`src/rtl/ccff_chain_loader_if.sv`:
```
`default_nettype none
`timescale 1ns/1ps
// ============================================================================
// Module   : ccff_chain_loader_if
// Brief    : valid/ready configuration-word stream into the CCFF chain loader
// Revision : 1.0
// ============================================================================
interface ccff_chain_loader_if #(
   parameter int WORD_W = 8
);
   logic              cfg_valid;
   logic              cfg_ready;
   logic [WORD_W-1:0] cfg_data;

   modport master (
      output cfg_valid,
      output cfg_data,
      input  cfg_ready
   );

   modport slave (
      input  cfg_valid,
      input  cfg_data,
      output cfg_ready
   );
endinterface
`default_nettype wire

```
`src/rtl/ccff_chain_loader.sv`:
```
`default_nettype none
`timescale 1ns/1ps
// ============================================================================
// Module   : ccff_chain_loader
// Brief    : serialises config words LSB-first into a CCFF chain, counting
//            exactly CHAIN_LEN shift pulses; CCFF_PARITY_CHECK_EN adds a
//            recirculating parity verify pass that drives error.
// Revision : 1.0
// ============================================================================
module ccff_chain_loader #(
   parameter int CHAIN_LEN = 64,
   parameter int WORD_W    = 8,
   parameter int CNT_W     = $clog2(CHAIN_LEN + 1)
) (
   input  logic               clk,
   input  logic               reset,
   input  logic               start,
   ccff_chain_loader_if.slave cfg,
   output logic               ccff_head,
   output logic               ccff_shift_en,
   input  logic               ccff_tail,
   output logic               busy,
   output logic               done,
   output logic               error
);

   localparam int               REM_W    = $clog2(WORD_W + 1);
   localparam logic [CNT_W-1:0] LAST_BIT = CNT_W'(CHAIN_LEN - 1);

`ifdef CCFF_PARITY_CHECK_EN
   typedef enum logic [1:0] {
      S_IDLE   = 2'd0,
      S_LOAD   = 2'd1,
      S_VERIFY = 2'd2,
      S_DONE   = 2'd3
   } state_t;
`else
   typedef enum logic [1:0] {
      S_IDLE   = 2'd0,
      S_LOAD   = 2'd1,
      S_DONE   = 2'd3
   } state_t;
`endif

   state_t            state, state_nxt;
   logic [WORD_W-1:0] word_buf, word_buf_nxt;
   logic [REM_W-1:0]  rem, rem_nxt;
   logic [CNT_W-1:0]  bit_cnt, bit_cnt_nxt;
   logic              head_nxt;
   logic              shift_nxt;
   logic              busy_nxt;
   logic              done_nxt;

`ifdef CCFF_PARITY_CHECK_EN
   logic              error_nxt;
   logic              load_par, load_par_nxt;
   logic              tail_par, tail_par_nxt;
   logic              phase, phase_nxt;
`else
   logic              unused_tail;

   assign unused_tail = ccff_tail;
   assign error       = 1'b0;
`endif

   // Ready depends on registered state only, never on cfg_valid.
   assign cfg.cfg_ready = (state == S_LOAD) && (rem == '0);

   always_ff @(posedge clk) begin
      if (!reset) begin
         state         <= S_IDLE;
         word_buf      <= '0;
         rem           <= '0;
         bit_cnt       <= '0;
         ccff_head     <= 1'b0;
         ccff_shift_en <= 1'b0;
         busy          <= 1'b0;
         done          <= 1'b0;
`ifdef CCFF_PARITY_CHECK_EN
         error         <= 1'b0;
         load_par      <= 1'b0;
         tail_par      <= 1'b0;
         phase         <= 1'b0;
`endif
      end else begin
         state         <= state_nxt;
         word_buf      <= word_buf_nxt;
         rem           <= rem_nxt;
         bit_cnt       <= bit_cnt_nxt;
         ccff_head     <= head_nxt;
         ccff_shift_en <= shift_nxt;
         busy          <= busy_nxt;
         done          <= done_nxt;
`ifdef CCFF_PARITY_CHECK_EN
         error         <= error_nxt;
         load_par      <= load_par_nxt;
         tail_par      <= tail_par_nxt;
         phase         <= phase_nxt;
`endif
      end
   end

   always_comb begin
      state_nxt    = state;
      word_buf_nxt = word_buf;
      rem_nxt      = rem;
      bit_cnt_nxt  = bit_cnt;
      head_nxt     = ccff_head;
      shift_nxt    = 1'b0;
      busy_nxt     = busy;
      done_nxt     = done;
`ifdef CCFF_PARITY_CHECK_EN
      error_nxt    = error;
      load_par_nxt = load_par;
      tail_par_nxt = tail_par;
      phase_nxt    = phase;
`endif

      case (state)
         S_IDLE, S_DONE: begin
            busy_nxt = 1'b0;
            if (state == S_DONE) begin
               done_nxt  = 1'b1;
`ifdef CCFF_PARITY_CHECK_EN
               error_nxt = load_par ^ tail_par;
`endif
            end
            if (start) begin
               state_nxt   = S_LOAD;
               bit_cnt_nxt = '0;
               rem_nxt     = '0;
               busy_nxt    = 1'b1;
               done_nxt    = 1'b0;
`ifdef CCFF_PARITY_CHECK_EN
               error_nxt    = 1'b0;
               load_par_nxt = 1'b0;
               tail_par_nxt = 1'b0;
               phase_nxt    = 1'b0;
`endif
            end
         end

         S_LOAD: begin
            busy_nxt = 1'b1;
            if (rem != '0) begin
               shift_nxt    = 1'b1;
               head_nxt     = word_buf[0];
               word_buf_nxt = word_buf >> 1;
               rem_nxt      = rem - REM_W'(1);
               bit_cnt_nxt  = bit_cnt + CNT_W'(1);
`ifdef CCFF_PARITY_CHECK_EN
               load_par_nxt = load_par ^ word_buf[0];
`endif
               // Last chain bit: drop whatever is left of the word.
               if (bit_cnt == LAST_BIT) begin
                  rem_nxt = '0;
`ifdef CCFF_PARITY_CHECK_EN
                  state_nxt   = S_VERIFY;
                  bit_cnt_nxt = '0;
                  phase_nxt   = 1'b0;
`else
                  state_nxt   = S_DONE;
`endif
               end
            end else if (cfg.cfg_valid) begin
               word_buf_nxt = cfg.cfg_data;
               rem_nxt      = REM_W'(WORD_W);
            end
         end

`ifdef CCFF_PARITY_CHECK_EN
         // Pulses alternate with idle cycles so ccff_tail is always sampled
         // from a settled chain: the registered head lags the sample by one.
         S_VERIFY: begin
            busy_nxt = 1'b1;
            if (!phase) begin
               phase_nxt = 1'b1;
            end else begin
               phase_nxt    = 1'b0;
               shift_nxt    = 1'b1;
               head_nxt     = ccff_tail;
               tail_par_nxt = tail_par ^ ccff_tail;
               bit_cnt_nxt  = bit_cnt + CNT_W'(1);
               if (bit_cnt == LAST_BIT) begin
                  state_nxt = S_DONE;
               end
            end
         end
`endif

         default: begin
            state_nxt = S_IDLE;
         end
      endcase
   end

endmodule
`default_nettype wire

```
`src/flat_wrapper.sv`:
```
// flat-port wrapper written by rule: the top's interface ports become plain ports
module ccff_chain_loader_flat 
#(
   parameter int CHAIN_LEN = 64,
   parameter int WORD_W    = 8,
   parameter int CNT_W     = $clog2(CHAIN_LEN + 1)
)
  (clk, reset, start, ccff_head, ccff_shift_en, ccff_tail, busy, done, error, cfg_cfg_valid, cfg_cfg_data, cfg_cfg_ready);
  ccff_chain_loader_if #(.WORD_W(WORD_W)) cfg_i ();
  input  logic clk;
  input  logic reset;
  input  logic start;
  output logic ccff_head;
  output logic ccff_shift_en;
  input  logic ccff_tail;
  output logic busy;
  output logic done;
  output logic error;
  input wire logic [$bits(cfg_i.cfg_valid)-1:0] cfg_cfg_valid;
  input wire logic [$bits(cfg_i.cfg_data)-1:0] cfg_cfg_data;
  output wire logic [$bits(cfg_i.cfg_ready)-1:0] cfg_cfg_ready;
  assign cfg_i.cfg_valid = cfg_cfg_valid;
  assign cfg_i.cfg_data = cfg_cfg_data;
  assign cfg_cfg_ready = cfg_i.cfg_ready;
  ccff_chain_loader #(.CHAIN_LEN(CHAIN_LEN), .WORD_W(WORD_W), .CNT_W(CNT_W)) u_core (.clk(clk), .reset(reset), .start(start), .cfg(cfg_i), .ccff_head(ccff_head), .ccff_shift_en(ccff_shift_en), .ccff_tail(ccff_tail), .busy(busy), .done(done), .error(error));
endmodule
```
`config.mk`:
```
export PLATFORM = sky130hd
export DESIGN_NAME = ccff_chain_loader_flat
export DESIGN_NICKNAME = d
export VERILOG_FILES = /design/src/rtl/ccff_chain_loader_if.sv /design/src/rtl/ccff_chain_loader.sv /design/src/flat_wrapper.sv
export SDC_FILE = /design/constraint.sdc
export NUM_CORES = 1
export LEC_CHECK = 0
export ABC_AREA = 1
export CORE_MARGIN = 1.5
export CORE_UTILIZATION = 25
export CTS_BUF_LIST = sky130_fd_sc_hd__clkbuf_8
export DETAILED_ROUTE_END_ITERATION = 7
export GPL_TIMING_DRIVEN = 0
export RECOVER_POWER = 25
export SYNTH_ARGS = -nofsm -noshare
export SYNTH_HDL_FRONTEND = slang
export SYNTH_SLANG_ARGS = --single-unit
```
`constraint.sdc`:
```
create_clock -name clk -period 2 [get_ports clk]
set_input_delay 0.4 -clock clk [delete_from_list [all_inputs] [get_ports clk]]
set_output_delay 0.4 -clock clk [all_outputs]
set_load 0.05 [all_outputs]
```
==> flow_metrics.py <==
metrics = {
    "floorplanning": {
        "coreArea_um2": 5140,
        "start_util_pct": 26.0,
        "die_x_um": 76.1,
        "die_area_um2": 5800,
        "rows": 26,
        "floorplan.die.height_um": 76.1,
        "io_pins": 19,
    },
    "power_and_ir_drop": {
        "powerDensity_nw_per_um2": 1360,
        "clkPwrFrac_pct": 13.8,
        "power_switching_mw": 1.03,
        "p_leak_nw": 0.739,
        "p_int_mw": 1.18,
        "pwr-share-comb_pct": 53.6,
        "ir_worst_vdd_v": 0.000406,
        "swShare_pct": 46.4,
        "p_seq_share_pct": 32.6,
    },
    "timing": {
        "rsz0062_at_grt": "no",
        "period_share_pct": 91.3,
        "tightest_slew_ps": 591,
        "clock-skew-final_ps": 3.89,
        "fin_ws_ps": 173,
        "relSlewSlack_pct": 60.2,
        "fmax_ghz": 0.547,
        "finalHoldViolCount": 0,
        "slew_violations": 0,
        "setup_viol_count_final": 0,
        "min_period_ps": 1830,
    },
    "cts": {
        "clk_pin_slew_ps": 90,
        "cts.sinks": 25,
        "root_buffer": "clkbuf_8",
        "tritoncts": "done",
        "insertion_delay_ps": 270,
        "cts_setup_buffers": 0,
        "cts_hold_buf": 0,
        "clk_path_buf_depth": 2,
        "cts_max_level": 1,
        "cts_buffers": 3,
    },
    "drt": {
        "drc": 0,
        "wl_per_cell_um": 9.83,
        "drt_iter0_drc": 28,
        "vias_per_cell": 4.23,
        "drt-total-wl_um": 2880,
        "ant_nets": 0,
        "dr.pass1.iters": 4,
        "route.vias.total": 1240,
    },
    "global_route": {
        "track_usage_pct": 10.8,
        "grt_pass1_vias": 1226,
        "antenna_found_initial": 0,
        "grt_use_met2_pct": 17.7,
        "use_met3_pct": 1.80,
        "use_met1_pct": 14.3,
        "grt_max_degree": 14,
        "grt_pass1_wl_um": 5200,
        "grt_remaining_overflow": 0,
        "gr-max-usage-layer": "met2",
    },
    "final_layout": {
        "layout_common_cells": "54 x nand2_1, 36 x nor2_1, 25 x dfxtp_1",
        "fill_cells": 599,
        "nets": 243,
        "final_common_cell": "nand2_1",
        "syn2layout_area_growth_pct": 21.6,
        "fin_util_pct": 31.6,
        "drive_gt1_share_pct": 6.73,
        "antenna_cells": 0,
    },
    "critical_path": {
        "crit_cells": 6,
        "cp_data_required_time_ps": 1600,
        "cp-startpoint": "u_core.rem[0]",
        "crit_end": "cfg_cfg_ready",
        "endpoint_kind": "output port",
        "cp_top_family": "buffers and inverters",
        "critPathLaunchType": "flop",
        "r2r_cells": 8,
        "arrival_ps": 1430,
        "r2r-end": "u_core.word_buf[3]",
        "r2r-start": "u_core.rem[0]",
        "critPathMaxStageDelay_ps": 330,
        "cp_slowest_cell": "dfxtp_1",
        "crit_type": "reg -> out",
        "critPathMaxFanout": 10,
        "cp_common_cell": "inv_2",
        "crit_path_cell_trace": "inv_2 > ha_1 > buf_4 > nand3_4 > inv_2 > buf_6",
        "rrSetupSlack_ps": 230,
        "path_buf_inv": 4,
    },
    "run_status": {
        "status": "finished, final reports clean",
    },
    "synthesis": {
        "synth.distinct_cells": 22,
        "yosysSeqAreaShare_pct": 37.4,
        "synth_area_per_cell_um2": 6.59,
        "ys_ff_latch": 25,
        "synthMuxAreaShare_pct": 0,
        "yosys_warnings": 0,
        "synth_compound_area_share_pct": 10.8,
        "synthSimpleGateAreaFrac_pct": 36.6,
        "synth_top_family_by_area": "simple AND/OR/NAND/NOR gates",
        "postSynthCellCount": 203,
        "synth_area_um2": 1340,
        "synth_fp_nets": 222,
        "synth_fa_ha_area_share_pct": 5.61,
        "synthXorXnorAreaFrac_pct": 0,
    },
    "hold_path": {
        "hold_path.class": "reg -> reg",
    },
    "place": {
        "place_congestion": 0.768,
        "place_ws_ps": -424,
        "io_buffers": 16,
        "dpl.hpwl_um": 2110,
    },
    "run": {
        "maxCapViolCount": 0,
    },
}
==> power groups by stage <==
stage,clock (mW),sequential (mW),combinational [mW]
3_3_place_gp,0,0.730,1.18
2_1_floorplan,0,0.798,0.841
4_1_cts,0.315,0.720,1.22
6_report,0.305,0.720,1.18
3_5_place_dp,0,0.732,1.19
5_1_grt,0.338,0.740,1.37
==> worst min path at each step <==
stage / from / endpoint / slack (ps) / cells past startpoint
after floorplan: u_core.bit_cnt[4] / u_core.bit_cnt[4] / 430 / 2
after detailed placement: u_core.bit_cnt[4] / u_core.bit_cnt[4] / 460 / 2
final: u_core.bit_cnt[4] / u_core.bit_cnt[4] / 470 / 2
after global routing: u_core.word_buf[7] / u_core.word_buf[7] / 500 / 2
after global placement: u_core.word_buf[7] / u_core.word_buf[7] / 450 / 2
after CTS: u_core.bit_cnt[4] / u_core.bit_cnt[4] / 470 / 2
==> worst register-to-register path, stage by stage, from the launching register on <==
cell and delay [ps]:
dfxtp_1 330, inv_2 90, ha_1 150, buf_4 180, nand2_1 230, o21ai_2 390, inv_2 140, nor2_1 110
nor2_1 50
==> cells in the mapped netlist (all sizes together) <==
master / n / area [um2]
nand2: 55 / 216
nor2: 37 / 146
dfxtp: 25 / 500
inv: 25 / 93.8
nand3: 17 / 90.1
a21oi: 13 / 65.1
o21ai: 12 / 71.3
ha: 6 / 75.1
nand4: 5 / 31.3
buf: 4 / 27.5
a21boi: 1 / 7.51
clkbuf: 1 / 3.75
conb: 1 / 3.75
nor3: 1 / 5.00
==> flip-flops by register name (all words and copies together) (netlist names) <==
register	cells
u_core.ccff_head	1
u_core.bit_cnt	7
u_core.rem	4
u_core.word_buf	8
u_core.ccff_shift_en	1
u_core.done	1
u_core.busy	1
u_core.state	2
==> stage by stage <==
step                      std cells  hold WS [ps]  instance area, um2  setup TNS [ps]  total power [mW]
after floorplan                 203           434                1340               0              1.64
after global placement          289           451                1590            -526              1.91
after detailed placement        289           457                1590            -621              1.92
after CTS                       293           471                1640               0              2.25
after global routing            293           500                1630               0              2.45
final                           293           472                1630               0              2.21
==> kinds of logic after synthesis <==
logic type	after synthesis
other	1
AOI/OAI and AO/OA	26
buffers and inverters	30
and+or+nand+nor	115
DFF	25
adders and majority gates	6
==> area by class of cell <==
type                       count  area (um2)  area share, %
sequential                    25         500           30.8
timing repair buffer          16         161           9.92
buffer                         5        33.8           2.08
clock buffer                   3        41.3           2.54
tap                           70        87.6           5.38
multi-input combinational    148         704           43.3
clock inverter                 1        3.75          0.231
inverter                      25        93.8           5.77
==> per-layer routing <==
layer / part of all wire [%] / wire length, um / vias to the layer above
met4: 0.94 / 27 / 0
met3: 2.3 / 65 / 2
met2: 43 / 1240 / 20
met5: 0 / 0 / -
met1: 54 / 1550 / 537
li1: - / - / 681
==> what timing repair did <==
action,4_1_cts,5_1_grt
endpoints found under the setup margin,1,1
hold endpoints to repair,0,0
pin swaps,0,0
gates resized for setup,8,3
No activity file was read; power rests on OpenSTA's default activity.
